**src/rtl/alu_ctrl_md_if.sv**
```systemverilog
// Execute-stage bundle between pipeline control and the ALU decode / RV32M sequencer.
interface alu_ctrl_md_if #(
   parameter int XLEN = 32
);
   logic [1:0]      AluOp;
   logic            op5;
   logic            func75;
   logic            func70;
   logic [2:0]      func3;
   logic            valid_i;
   logic            kill_i;
   logic [XLEN-1:0] rs1_i;
   logic [XLEN-1:0] rs2_i;
   logic [3:0]      AluControlPort;
   logic            is_md_o;
   logic            ready_o;
   logic            busy_o;
   logic            done_o;
   logic [XLEN-1:0] result_o;

   modport master (
      output AluOp, op5, func75, func70, func3, valid_i, kill_i, rs1_i, rs2_i,
      input  AluControlPort, is_md_o, ready_o, busy_o, done_o, result_o
   );

   modport slave (
      input  AluOp, op5, func75, func70, func3, valid_i, kill_i, rs1_i, rs2_i,
      output AluControlPort, is_md_o, ready_o, busy_o, done_o, result_o
   );
endinterface

```
**src/rtl/alu_ctrl_md.sv**
```systemverilog
// ALU control decode plus a bit-serial RV32M multiply/divide sequencer for the execute stage.
//
// state | meaning
// IDLE  | ready for a new M op
// MUL   | shift-add, one multiplier bit per cycle
// DIV   | restoring divide, one quotient bit per cycle
// DONE  | sign fix-up, result_o/done_o update on exit
module alu_ctrl_md #(
   parameter int XLEN     = 32,
   parameter bit ENABLE_M = 1'b1
) (
   input logic          clk,
   input logic          rst_n,
   alu_ctrl_md_if.slave bus
);
   localparam int CW = $clog2(XLEN);
   localparam logic [XLEN-1:0] MIN_NEG = {1'b1, {(XLEN-1){1'b0}}};

   typedef enum logic [1:0] {IDLE, MUL, DIV, DONE} state_t;

   state_t state, state_nxt;

   logic [2*XLEN-1:0] acc;
   logic [XLEN-1:0]   b_q;
   logic [2:0]        op_q;
   logic              neg_q;
   logic [CW-1:0]     cnt;
   logic [XLEN-1:0]   result_q;
   logic              done_q;

   logic              is_md, accept, ready;
   logic              sgn_a, sgn_b, neg, div_zero, ovf, special;
   logic [XLEN-1:0]   a_mag, b_mag;
   logic [XLEN:0]     mul_sum, rem_sh, div_diff;
   logic [2*XLEN-1:0] mul_next, div_next, prod_fix;
   logic [XLEN-1:0]   quo_fix, rem_fix, fixed;

   // I-type only honours func7[5] for SRAI; otherwise it is immediate bits
   always_comb begin
      bus.AluControlPort = 4'b0000;
      case (bus.AluOp)
         2'b00:   bus.AluControlPort = 4'b0000;
         2'b01:   bus.AluControlPort = 4'b1000;
         default: bus.AluControlPort = {bus.func75 & (bus.op5 | (bus.func3 == 3'b101)), bus.func3};
      endcase
   end

   assign is_md       = ENABLE_M & (bus.AluOp == 2'b10) & bus.op5 & bus.func70;
   assign bus.is_md_o = is_md;
   assign accept      = bus.valid_i & is_md & ready & ~bus.kill_i;

   always_comb begin
      sgn_a = 1'b0;
      sgn_b = 1'b0;
      neg   = 1'b0;
      case (bus.func3)
         3'b001: begin sgn_a = 1'b1; sgn_b = 1'b1; neg = bus.rs1_i[XLEN-1] ^ bus.rs2_i[XLEN-1]; end
         3'b010: begin sgn_a = 1'b1; neg = bus.rs1_i[XLEN-1]; end
         3'b100: begin sgn_a = 1'b1; sgn_b = 1'b1; neg = bus.rs1_i[XLEN-1] ^ bus.rs2_i[XLEN-1]; end
         3'b110: begin sgn_a = 1'b1; sgn_b = 1'b1; neg = bus.rs1_i[XLEN-1]; end
         default: ;
      endcase
      a_mag    = (sgn_a & bus.rs1_i[XLEN-1]) ? -bus.rs1_i : bus.rs1_i;
      b_mag    = (sgn_b & bus.rs2_i[XLEN-1]) ? -bus.rs2_i : bus.rs2_i;
      div_zero = bus.func3[2] & (bus.rs2_i == '0);
      ovf      = bus.func3[2] & ~bus.func3[0] & (bus.rs1_i == MIN_NEG) & (bus.rs2_i == '1);
      special  = div_zero | ovf;
   end

   always_comb begin
      mul_sum  = {1'b0, acc[2*XLEN-1:XLEN]} + (acc[0] ? {1'b0, b_q} : '0);
      mul_next = {mul_sum, acc[XLEN-1:1]};
      rem_sh   = {acc[2*XLEN-1:XLEN], acc[XLEN-1]};
      div_diff = rem_sh - {1'b0, b_q};
      if (!div_diff[XLEN]) div_next = {div_diff[XLEN-1:0], acc[XLEN-2:0], 1'b1};
      else                 div_next = {rem_sh[XLEN-1:0], acc[XLEN-2:0], 1'b0};
   end

   // acc ends as {high,low} product or {remainder,quotient}
   always_comb begin
      prod_fix = neg_q ? -acc : acc;
      quo_fix  = neg_q ? -acc[XLEN-1:0] : acc[XLEN-1:0];
      rem_fix  = neg_q ? -acc[2*XLEN-1:XLEN] : acc[2*XLEN-1:XLEN];
      fixed    = '0;
      case (op_q)
         3'b000:                 fixed = acc[XLEN-1:0];
         3'b001, 3'b010, 3'b011: fixed = prod_fix[2*XLEN-1:XLEN];
         3'b100, 3'b101:         fixed = quo_fix;
         default:                fixed = rem_fix;
      endcase
   end

   always_ff @(posedge clk or negedge rst_n) begin
      if (!rst_n) state <= IDLE;
      else        state <= state_nxt;
   end

   always_comb begin
      state_nxt = state;
      case (state)
         IDLE: if (accept) begin
            if (special)           state_nxt = DONE;
            else if (bus.func3[2]) state_nxt = DIV;
            else                   state_nxt = MUL;
         end
         MUL, DIV: begin
            if (bus.kill_i)      state_nxt = IDLE;
            else if (cnt == '0)  state_nxt = DONE;
         end
         default: state_nxt = IDLE;
      endcase
   end

   always_comb begin
      ready = 1'b0;
      if (state == IDLE) ready = 1'b1;
      bus.ready_o = ready;
      bus.busy_o  = ~ready;
   end

   always_ff @(posedge clk or negedge rst_n) begin
      if (!rst_n) begin
         acc      <= '0;
         b_q      <= '0;
         op_q     <= '0;
         neg_q    <= 1'b0;
         cnt      <= '0;
         result_q <= '0;
         done_q   <= 1'b0;
      end else begin
         done_q <= 1'b0;
         case (state)
            IDLE: if (accept) begin
               op_q  <= bus.func3;
               neg_q <= neg & ~special;
               b_q   <= b_mag;
               cnt   <= CW'(XLEN-1);
               // special cases preload the final {remainder, quotient} directly
               if (div_zero)  acc <= {bus.rs1_i, {XLEN{1'b1}}};
               else if (ovf)  acc <= {{XLEN{1'b0}}, bus.rs1_i};
               else           acc <= {{XLEN{1'b0}}, a_mag};
            end
            MUL, DIV: if (!bus.kill_i) begin
               acc <= op_q[2] ? div_next : mul_next;
               if (cnt != '0) cnt <= cnt - CW'(1);
            end
            default: begin
               result_q <= fixed;
               done_q   <= 1'b1;
            end
         endcase
      end
   end

   assign bus.done_o   = done_q;
   assign bus.result_o = result_q;
endmodule
```
**src/flat_wrapper.sv**
```systemverilog
// flat-port wrapper written by rule: the top's interface ports become plain ports
module alu_ctrl_md_flat 
#(
   parameter int XLEN     = 32,
   parameter bit ENABLE_M = 1'b1
)
  (clk, rst_n, bus_AluOp, bus_op5, bus_func75, bus_func70, bus_func3, bus_valid_i, bus_kill_i, bus_rs1_i, bus_rs2_i, bus_AluControlPort, bus_is_md_o, bus_ready_o, bus_busy_o, bus_done_o, bus_result_o);
  alu_ctrl_md_if #(.XLEN(XLEN)) bus_i ();
  input logic clk;
  input logic rst_n;
  input wire logic [$bits(bus_i.AluOp)-1:0] bus_AluOp;
  input wire logic [$bits(bus_i.op5)-1:0] bus_op5;
  input wire logic [$bits(bus_i.func75)-1:0] bus_func75;
  input wire logic [$bits(bus_i.func70)-1:0] bus_func70;
  input wire logic [$bits(bus_i.func3)-1:0] bus_func3;
  input wire logic [$bits(bus_i.valid_i)-1:0] bus_valid_i;
  input wire logic [$bits(bus_i.kill_i)-1:0] bus_kill_i;
  input wire logic [$bits(bus_i.rs1_i)-1:0] bus_rs1_i;
  input wire logic [$bits(bus_i.rs2_i)-1:0] bus_rs2_i;
  output wire logic [$bits(bus_i.AluControlPort)-1:0] bus_AluControlPort;
  output wire logic [$bits(bus_i.is_md_o)-1:0] bus_is_md_o;
  output wire logic [$bits(bus_i.ready_o)-1:0] bus_ready_o;
  output wire logic [$bits(bus_i.busy_o)-1:0] bus_busy_o;
  output wire logic [$bits(bus_i.done_o)-1:0] bus_done_o;
  output wire logic [$bits(bus_i.result_o)-1:0] bus_result_o;
  assign bus_i.AluOp = bus_AluOp;
  assign bus_i.op5 = bus_op5;
  assign bus_i.func75 = bus_func75;
  assign bus_i.func70 = bus_func70;
  assign bus_i.func3 = bus_func3;
  assign bus_i.valid_i = bus_valid_i;
  assign bus_i.kill_i = bus_kill_i;
  assign bus_i.rs1_i = bus_rs1_i;
  assign bus_i.rs2_i = bus_rs2_i;
  assign bus_AluControlPort = bus_i.AluControlPort;
  assign bus_is_md_o = bus_i.is_md_o;
  assign bus_ready_o = bus_i.ready_o;
  assign bus_busy_o = bus_i.busy_o;
  assign bus_done_o = bus_i.done_o;
  assign bus_result_o = bus_i.result_o;
  alu_ctrl_md #(.XLEN(XLEN), .ENABLE_M(ENABLE_M)) u_core (.clk(clk), .rst_n(rst_n), .bus(bus_i));
endmodule
```
**config.mk**
```make
export PLATFORM = sky130hd
export DESIGN_NAME = alu_ctrl_md_flat
export DESIGN_NICKNAME = d
export VERILOG_FILES = /design/src/rtl/alu_ctrl_md_if.sv /design/src/rtl/alu_ctrl_md.sv /design/src/flat_wrapper.sv
export SDC_FILE = /design/constraint.sdc
export NUM_CORES = 1
export LEC_CHECK = 0
export ABC_AREA = 0
export CORE_MARGIN = 5
export CORE_UTILIZATION = 42
export CTS_CLUSTER_SIZE = 10
export DETAILED_ROUTE_END_ITERATION = 8
export PLACE_DENSITY = 0.59
export SYNTH_ARGS = -nofsm -noshare
export SYNTH_HDL_FRONTEND = slang
export SYNTH_SLANG_ARGS = --single-unit
export TNS_END_PERCENT = 10
```
**constraint.sdc**
```tcl
create_clock -name clk -period 5.2 [get_ports clk]
set_clock_uncertainty 0.1 [all_clocks]
set_input_delay 0.78 -clock clk [delete_from_list [all_inputs] [get_ports clk]]
set_output_delay 0.78 -clock clk [all_outputs]
set_load 0.02 [all_outputs]
```
Yosys cells after proc, flatten, opt, wreduce, memory -nomap -nowiden:

Cells that the tools add are included.

* register bits: 140
* bits of input ports: 76
* output and inout bits: 40
* logic and storage cells: 105

* add/sub/neg operators: 8
* equality and inequality tests: 20
* multiplexer cells: 30
* bitwise operators: 20
* reduce and logical (&&, ||, !) cells: 19

Operators by type and width (count)
* two-way mux 64 bit: 6
* two-way mux 32 bit: 6
* negation 32 bit: 4
* one-hot mux 64 bit (2 select lines): 1
* one-hot mux 32 bit (3 select lines): 1
* equality test 32 bit, second input constant: 2
* negation 64 bit: 1
* adder 32 x 33 -> 33 bit: 1
* subtractor 33 x 32 -> 33 bit: 1
* zero test 32 bit: 1
* equality test 3 bit, second input constant: 5
* two-way mux 5 bit: 3
* AND 1 bit: 13
* two-way mux 2 bit: 5
* one-hot mux 5 bit (2 select lines): 1
* equality test 3 x 2 -> 1 bit, second input constant: 3
* OR reduction 3 bit: 3
* one-hot mux 4 bit (2 select lines): 1
* OR reduction 2 bit: 4
* equality test 3 x 1 -> 1 bit, second input constant: 2
* zero test 5 bit: 1
* nonzero test 5 bit: 1
* subtractor 5 x 1 -> 5 bit, second input constant: 1
* equality test 2 x 1 -> 1 bit, second input constant: 2
* other kinds (17): 28

Logic depth before layout (Yosys ltp):

Gate-level depths: netlist (run 1).

* depth in word-level cells: 9
* depth in mapped cells: 16
* gate-level depth less buffers: 12

Least setup slack after synthesis (run 1):

Ideal clock, no wire load.

* kind: flip-flop to flip-flop
* start point: register u_core.acc[31]
* end point: register u_core.acc[54]
* setup time: 0.132 ns
* data arrival time: 3.332 ns
* data required time: 4.968 ns
* slack: 1.636 ns
* stages on the path, launching flop included: 16
* path buffers: 3
* clock period less this slack: 3.564 ns
* cell sequence: dfrtp_1 > clkbuf_1 > inv_1 > ha_1 > fa_1 > nor2b_1 > o31a_1 > o41a_1 > a32o_1 > or4b_1 > and3_1 > clkbuf_1 > buf_4 > mux2_1 > o221ai_1 > a21oi_1

* cells in the longest elaborated chain, start to end: 5

RTL lines
* start, declared: line alu_ctrl_md.sv:23 `logic [2*XLEN-1:0] acc;`
* start signal, assigned: line alu_ctrl_md.sv:139 `if (div_zero) acc <= {bus.rs1_i, {XLEN{1'b1}}};`
* start signal, assigned: line alu_ctrl_md.sv:140 `else if (ovf) acc <= {{XLEN{1'b0}}, bus.rs1_i};`
* start signal, assigned: line alu_ctrl_md.sv:141 `else acc <= {{XLEN{1'b0}}, a_mag};`
* subtractor 33 x 32 -> 33 bit: line alu_ctrl_md.sv:74 `div_diff = rem_sh - {1'b0, b_q};`
* two-way mux 64 bit: line alu_ctrl_md.sv:75 `if (!div_diff[XLEN]) div_next = {div_diff[XLEN-1:0], acc[XLEN-2:0], 1'b1};`
* two-way mux 64 bit: line alu_ctrl_md.sv:144 `acc <= op_q[2] ? div_next : mul_next;`
* two-way mux 64 bit: line alu_ctrl_md.sv:143 `MUL, DIV: if (!bus.kill_i) begin`
* one-hot mux 64 bit (2 select lines): line alu_ctrl_md.sv:132 `case (state)`

No other way between the ends. The select of a mux whose other input is x is not followed.
A chain may end at the register's enable or synchronous reset.

Worst setup path in the final report (run 1):

* start point: register u_core.acc[62]
* end point: register u_core.acc[58]

The elaborated chain is that of the path after synthesis.

==> results of run 1 <==
## metal layers
| layer | vias to the layer above | GRT usage | part of all wire |
|---|---|---|---|
| li1 | 7344 | - | - |
| met1 | 7668 | 0.4032 | 0.41 |
| met2 | 709 | 0.4925 | 0.45 |
| met3 | 181 | 0.05436 | 0.073 |
| met4 | 0 | 0.1618 | 0.061 |
| met5 | - | 0 | 0 |
## cells by family (layout without fill, tap and decap cells)
logic type | after synthesis | count (layout) | synth area share
multiplexers | 47 | 47 | 0.03321
XOR/XNOR | 164 | 164 | 0.09799
flip-flops | 140 | 140 | 0.2390
AND/OR/NAND/NOR | 621 | 621 | 0.2063
AO/OA/AOI/OAI | 697 | 697 | 0.2988
other | 0 | 1 | 0
adder cells (fa/ha/maj) | 75 | 75 | 0.06505
buffers and inverters | 226 | 290 | 0.05958
## registers in the layout, summed over array words and instances (netlist names)
signal	count
u_core.cnt	5
u_core.acc	64
u_core.neg_q	1
u_core.b_q	32
u_core.bus.done_o	1
u_core.bus.result_o	32
u_core.state	2
u_core.op_q	3
## power by group
part | switching (uW) | total (uW) | leakage, uW | internal (uW)
clock | 552 | 1350 | 0.000297 | 802
sequential | 738 | 2310 | 0.00173 | 1580
combinational | 5210 | 8240 | 0.00472 | 3040
total | 6500 | 11900 | 0.00674 | 5410
## area by class of cell
| cell class | count | area (um2) | area share |
|---|---|---|---|
| multi-input cells | 1604 | 10300 | 0.6094 |
| clock buffers | 17 | 425.4 | 0.02517 |
| inverters | 89 | 334.1 | 0.01977 |
| flip-flops and latches | 140 | 3508 | 0.2076 |
| clock inverters | 14 | 195.2 | 0.01155 |
| well taps | 455 | 569.3 | 0.03369 |
| diodes | 1 | 2.502 | 0.0001481 |
| repair buffers | 170 | 1565 | 0.09263 |
## per-stage QoR
step                      instances  area, um2  hold WS [ns]  utilization  power (uW)
final                          2490      16900        0.2452       0.4904       11910
after global routing           2489      16900        0.3012       0.4903       12700
after CTS                      2489      16900        0.2709       0.4903       11760
after detailed placement       2458      16280        0.3711       0.4723       10370
after global placement         2458      16280        0.3603       0.4723       10310
after floorplan                1970      14660        0.3498            -        7521
## cells in the final DEF, fill, tap and decap left out, types with 16 or more instances in the layout
cell             count
a21oi_1            220
nand2_1            177
o21ai_0            170
nor2_1             164
dfrtp_1            138
clkdlybuf4s50_1    114
inv_1               87
xnor2_1             87
xor2_1              77
ha_1                72
buf_4               55
nor3_1              54
nand3_1             45
mux2i_1             34
o31ai_1             32
a21o_1              27
a31oi_1             25
nand4_1             25
o41ai_1             24
a211oi_1            20
nor4_1              19
or3_1               19
and2_1              18
o211ai_1            18
o22ai_1             17
clkbuf_16           17
or4_1               16
## worst paths after layout
| check | startpoint | to | cells after the start |
|---|---|---|---|
| worst max-delay path | u_core.acc[62] | u_core.acc[58] | 10 |
| min in group clk | u_core.b_q[5] | u_core.b_q[5] | 2 |
| max in group asynchronous | rst_n | u_core.op_q[2] | 2 |
| worst min register to register | u_core.b_q[5] | u_core.b_q[5] | 2 |
| worst min-delay path | rst_n | u_core.bus.result_o[1] | 1 |
| worst max register to register | u_core.acc[62] | u_core.acc[58] | 10 |
==> impl_metrics.ini, run 1 <==
[timing]
setup_viol = 0
timing.final.crit_share = 0.8503
final_hold_viol_count = 0
fmax_mhz = 226.2
worst_slack_ns = 0.7783
setup-tns-final_ns = 0
rsz0062_at_grt = false
period_minus_slack_ns = 4.422
finalMaxSlewViolations = 0
tightest_slew_ns = 1.270
slew_headroom = 0.1457

[placed_design]
numPortBuffers = 115
place_worst_setup_slack_ns = 0.8517
gp_congestion = 0.9860
dpl.hpwl_um = 47670

[clocking]
clk_latency_ns = 0.46
htree_levels = 4
cts_buffer_depth = 2
clk_pin_slew_worst_paths_ns = 0.06
cts_buffers = 17
tritoncts = done
post_cts_buffers = 0
hold_buffers = 0
ctsResizeCount = 0
cts_sinks = 140
cts_root_buf = clkbuf_16

[floorplanning]
start_util = 0.4254
fp.dieW_um = 196.8
rows = 68
fp.dieArea_um2 = 38740
die_h_um = 196.8
boundaryPins = 116
core-area_um2 = 34460

[setup_path]
required_ns = 5.42
crit_chain = ha_1 -> nand4_1 -> nor4_1 -> and4_1 -> a32o_1 -> or4b_1 -> and3_1 -> nand2_1 -> nor4_1 -> o41ai_1
cpMostUsedCell = nor4_1
crit_slowest_cell = and3_1
start_kind = flop
cp_num_buf_inv = 0
max_stage_delay_ns = 0.81
ff2ff_setup_slack_ns = 0.78
end_kind = flop
crit_family = simple AND/OR/NAND/NOR gates
arrival_ns = 4.65
path_class = reg2reg
critPathMaxFanout = 15

[finish]
drive_gt1_frac = 0.06195
area_growth_pct = 15.29
final_nets = 2173
n_fill_cell = 3462

[logic_synthesis]
synth-seq-cells = 140
synthesis.area_um2 = 14660
yosysTopAreaCellShare = 0.2390
syn_inst = 1970
yosysUniqueCellTypes = 84
synth_edf_count = 0
yosys_most_used_dff = dfrtp_1
syn_area_per_cell_um2 = 7.441
synth_most_common_cell = a21oi_1
synth_async_sr_flop_share = 1.000
ys_seq_area_frac = 0.2390
yosysWarnings = 0
yosys.area.top_type = dfrtp_1
synth_common_cells = a21oi_1 (221), nand2_1 (177), o21ai_0 (170)
synthTopCellsByArea = dfrtp_1 (24%), a21oi_1 (7.5%), ha_1 (6.2%), o21ai_0 (5.8%), xnor2_1 (5.2%)
syn_nets = 2121

[global_routing]
antenna_found_initial = 0
grt_pass1_wl_um = 93320
grt_remaining_overflow = 0
grt_pass1_vias = 15296
track_usage = 0.3095
grt_max_degree = 74

[route]
vias_per_cell = 6.386
antenna_left = 0
firstDrtPassIters = 6
wire_per_inst_um = 24.56
drt-initial-drc-count = 1575
vias = 15902
routed_wl_um = 61150
drc_errors = 0

[min_path]
min_path_type = in2async

[flow_run]
cap_violations = 0

[outcome]
status = finished, final reports clean

[pwr]
vdd_ir_drop_max_mv = 0.4404
p_leak_uw = 0.006743
powerDensity_nw_per_um2 = 704.9
Note: power is estimated with default switching activity, not from simulation.
==> run 2, diff against run 1 <==
--- a/config.mk
+++ b/config.mk
@@ -6,7 +6,7 @@
 export NUM_CORES = 1
 export LEC_CHECK = 0
 export ABC_AREA = 0
-export CORE_MARGIN = 5
+export CORE_MARGIN = 3
 export CORE_UTILIZATION = 42
 export CTS_CLUSTER_SIZE = 10
 export DETAILED_ROUTE_END_ITERATION = 8
==> impl_metrics.ini, run 2 (same netlist as run 1, synthesis figures left out) <==
[timing]
slew_headroom = 0.2317
timing.final.crit_share = 0.8588
period_minus_slack_ns = 4.466
finalMaxSlewViolations = 0
setup-tns-final_ns = 0
fmax_mhz = 223.9
rsz0062_at_grt = false
final_hold_viol_count = 0
setup_viol = 0
whs_ns = 0.2731
tightest_slew_ns = 1.151

[floorplanning]
rows = 67
boundaryPins = 116
fp.dieW_um = 192.8
core-area_um2 = 33950
fp.dieArea_um2 = 37180
die_h_um = 192.8
start_util = 0.4317

[finish]
finalNonFillerCells = 2471
top_register = u_core.acc
final_util = 0.4938
area_growth_pct = 14.37
final_nets = 2161
largest_reg_flops = 64
final_cell_mix = a21oi_1 (220), nand2_1 (177), o21ai_0 (170)
drive_gt1_frac = 0.05685
final_common_cell = a21oi_1
n_antenna_cell = 0

[clocking]
ctsResizeCount = 0
cts_buffers = 17
hold_buffers = 0
clk_latency_ns = 0.46
cts_sinks = 140
post_cts_buffers = 0
clk_pin_slew_worst_paths_ns = 0.07
htree_levels = 4
tritoncts = done
cts_root_buf = clkbuf_16
cts_buffer_depth = 2

[global_routing]
grt_remaining_overflow = 0
gr-usage-met1 = 0.4376
met2_usage = 0.5014
grt_max_degree = 75
track_usage = 0.3256
met3_usage = 0.05104
antenna_found_initial = 1
grt_pass1_vias = 15098
grt_pass1_wl_um = 92200
top_usage_layer = met2

[route]
vias = 15845
vias_per_cell = 6.412
firstDrtPassIters = 6
drc_errors = 0
wire_per_inst_um = 24.46
drt-initial-drc-count = 1696
routed_wl_um = 60450
antenna_left = 0

[setup_path]
ff2ff_setup_slack_ns = 0.73
critPathMaxFanout = 10
worstRegToRegCells = 12
max_stage_delay_ns = 0.73
arrival_ns = 4.75
r2r_start = u_core.acc[31]
path_class = reg2reg
end_kind = flop
start_kind = flop
crit_slowest_cell = nor4_1
r2r_end = u_core.acc[52]
crit_chain = inv_1 -> ha_1 -> fa_1 -> nor2b_1 -> o31a_1 -> o41a_1 -> a32o_1 -> a221oi_1 -> nand3_1 -> nor4_1 -> o21ai_0 -> a21oi_1
required_ns = 5.49

[placed_design]
numPortBuffers = 115
dp_cells = 2439
dpl.hpwl_um = 46550
gp_congestion = 0.9834

[min_path]
min_path_type = in2async

[outcome]
status = finished, final reports clean

[flow_run]
cap_violations = 0

[pwr]
p_leak_uw = 0.006664
vdd_ir_drop_max_mv = 0.4567
powerDensity_nw_per_um2 = 697.6
-- run 2: how the worst max path moves through the flow --
stage	start	end	slack [ns]	cells after the start
final	u_core.acc[31]	u_core.acc[52]	0.73	12
after global routing	u_core.acc[0]	u_core.acc[60]	0.56	14
after CTS	u_core.acc[31]	u_core.acc[52]	0.78	12
after detailed placement	bus_rs1_i[4]	u_core.acc[15]	0.60	10
after global placement	bus_rs2_i[5]	u_core.acc[63]	0.65	10
after floorplan	u_core.acc[31]	u_core.acc[54]	1.64	15
-- run 2: cell type report --
class | instances | area [um2]
clock inverter | 15 | 162.7
timing repair buffer | 158 | 1475
sequential | 140 | 3508
clock buffer | 17 | 425.4
tap | 448 | 560.5
multi-input combinational | 1604 | 10300
inverter | 89 | 334.1
fill | 3471 | 17190
-- run 2: through the flow --
stage,total power (uW),area [um2],worst slack [ns]
6_report,11690,16760,0.7341
5_1_grt,12500,16760,0.5629
4_1_cts,11520,16760,0.7818
3_5_place_dp,10210,16180,0.5960
3_3_place_gp,10190,16180,0.6541
2_1_floorplan,7521,14660,1.636
-- run 2: routing by layer --
layer,vias up,wire length (um)
li1,7323,-
met1,7587,25240
met2,772,26800
met3,163,4892
met4,0,3505
met5,-,0
-- run 2: power by group --
part           internal (uW)  leakage, uW  switching, uW
combinational           2950      0.00466           5040
sequential              1570      0.00173            856
clock                    712     0.000281            558
total                   5240      0.00666           6460
-- run 2: critical path, delay by kind of cell, from the launching register on --
family / cells / cell delay [ns]
compound gates: 6 / 1.74
fa+ha+maj: 2 / 0.58
buf+inv: 1 / 0.18
flops: 1 / 0.55
simple gates: 3 / 1.24
==> run 3, diff against run 2 <==
--- a/config.mk
+++ b/config.mk
@@ -6,6 +6,7 @@
 export NUM_CORES = 1
 export LEC_CHECK = 0
 export ABC_AREA = 0
+export CORE_ASPECT_RATIO = 0.7
 export CORE_MARGIN = 3
 export CORE_UTILIZATION = 42
 export CTS_CLUSTER_SIZE = 10
==> impl_metrics.ini, run 3 (same netlist as run 1, synthesis figures left out) <==
[pwr]
powerDensity_nw_per_um2 = 702.5
vdd_ir_drop_max_mv = 0.5363
p_leak_uw = 0.006680

[route]
firstDrtPassIters = 7
antenna_left = 0
vias_per_cell = 6.466
vias = 16132
drt-initial-drc-count = 2064
wire_per_inst_um = 24.59
routed_wl_um = 61350
drc_errors = 0

[setup_path]
required_ns = 5.41
r2r_end = u_core.bus.result_o[17]
arrival_ns = 4.53
r2r_start = u_core.acc[5]
ff2ff_setup_slack_ns = 0.88
cp-startpoint = u_core.acc[5]
critPathMaxFanout = 8
max_stage_delay_ns = 0.72
critPathCapture = u_core.bus.result_o[17]
worstRegToRegCells = 10
path_class = reg2reg
end_kind = flop
crit_chain = or4_1 -> nor4_1 -> nand3_1 -> or3_1 -> o21ai_0 -> xnor2_1 -> nor2_1 -> a2111oi_0 -> buf_4 -> o22ai_1
crit_slowest_cell = nor4_1
start_kind = flop

[floorplanning]
start_util = 0.4322
fp.dieW_um = 229.3
core-area_um2 = 33910
die_h_um = 162.3
fp.dieArea_um2 = 37210
boundaryPins = 116
rows = 56

[timing]
final_hold_viol_count = 0
fmax_mhz = 231.4
worst_slack_ns = 0.8786
setup-tns-final_ns = 0
period_minus_slack_ns = 4.321
tightest_slew_ns = 1.299
setup_viol = 0
finalMaxSlewViolations = 0
rsz0062_at_grt = false
slew_headroom = 0.1331
timing.final.crit_share = 0.8310

[clocking]
clk_latency_ns = 0.46
cts_buffers = 17
htree_levels = 4
clk_pin_slew_worst_paths_ns = 0.07
tritoncts = done
post_cts_buffers = 0
cts_buffer_depth = 2
ctsResizeCount = 0
cts_root_buf = clkbuf_16
hold_buffers = 0
cts_sinks = 140

[global_routing]
grt_pass1_wl_um = 93430
grt_pass1_vias = 15093
track_usage = 0.3268
grt_remaining_overflow = 0
antenna_found_initial = 4
grt_max_degree = 76

[finish]
final_common_cell = a21oi_1
area_growth_pct = 14.67
drive_gt1_frac = 0.05964
final_nets = 2167
final_cell_mix = a21oi_1 (220), nand2_1 (177), o21ai_0 (170)
largest_reg_flops = 64
final_util = 0.4956
n_fill_cell = 3468
top_register = u_core.acc

[placed_design]
numPortBuffers = 115
place_worst_setup_slack_ns = 0.8381
gp_congestion = 0.9706
dpl.hpwl_um = 48210

[flow_run]
cap_violations = 0

[outcome]
status = finished, final reports clean

[min_path]
min_path_type = in2async
[run 3: cell count changes in the layout (fill, tap and decap cells not counted)]
cell        before  now
buf_4           43   49
clkinv_4         4    0
inv_8            0    3
bufinv_16        2    0
diode_2          0    2
inv_6            4    6
clkbuf_8         0    1
clkinv_2         2    1
clkinvlp_4       3    4
[run 3: how the worst min path moves through the flow]
stage,startpoint,endpoint,slack (ns),cells after the start
floorplan,u_core.b_q[10],u_core.b_q[10],0.35,2
global placement,u_core.b_q[20],u_core.b_q[20],0.36,2
detailed placement,u_core.bus.result_o[23],u_core.bus.result_o[23],0.37,1
CTS,rst_n,u_core.b_q[24],0.30,1
global route,rst_n,u_core.b_q[19],0.33,1
finish,rst_n,u_core.b_q[24],0.26,1
[run 3: power by group]
part,leakage (uW),internal (uW),switching [uW]
sequential,0.00173,1570,844
clock,0.000267,640,592
combinational,0.00469,2990,5170
total,0.00668,5200,6600
[run 3: critical path, delay by kind of cell (launching register included)]
family	cells	cell delay, ns
compound gates	3	0.79
xor+xnor	1	0.15
buf+inv	1	0.21
flops	1	0.48
simple gates	5	2.43
[run 3: layer usage]
metal	GRT usage	up-vias	wire [um]
li1	-	7342	-
met1	0.4956	7799	28480
met2	0.4412	899	23400
met3	0.1048	88	8115
met4	0.07920	4	1323
met5	0	-	31
[run 3: cell type report]
cell class | count | area (um2) | share of cell area
antenna | 2 | 5.005 | 0.0002978
clock buffer | 18 | 439.2 | 0.02613
clock inverter | 14 | 121.4 | 0.007221
inverter | 89 | 334.1 | 0.01988
multi-input combinational | 1604 | 10300 | 0.6127
sequential | 140 | 3508 | 0.2087
tap | 464 | 580.6 | 0.03454
timing repair buffer | 164 | 1520 | 0.09045
[run 3: stage by stage]
step                      power (uW)  hold WS (ns)  cell area [um2]  cells
after floorplan                 7521        0.3498            14660   1970
after global placement         10250        0.3632            16240   2461
after detailed placement       10300        0.3728            16240   2461
after CTS                      11570        0.3024            16800   2493
final                          11810        0.2577            16810   2495
after global routing           12590        0.3297            16800   2494
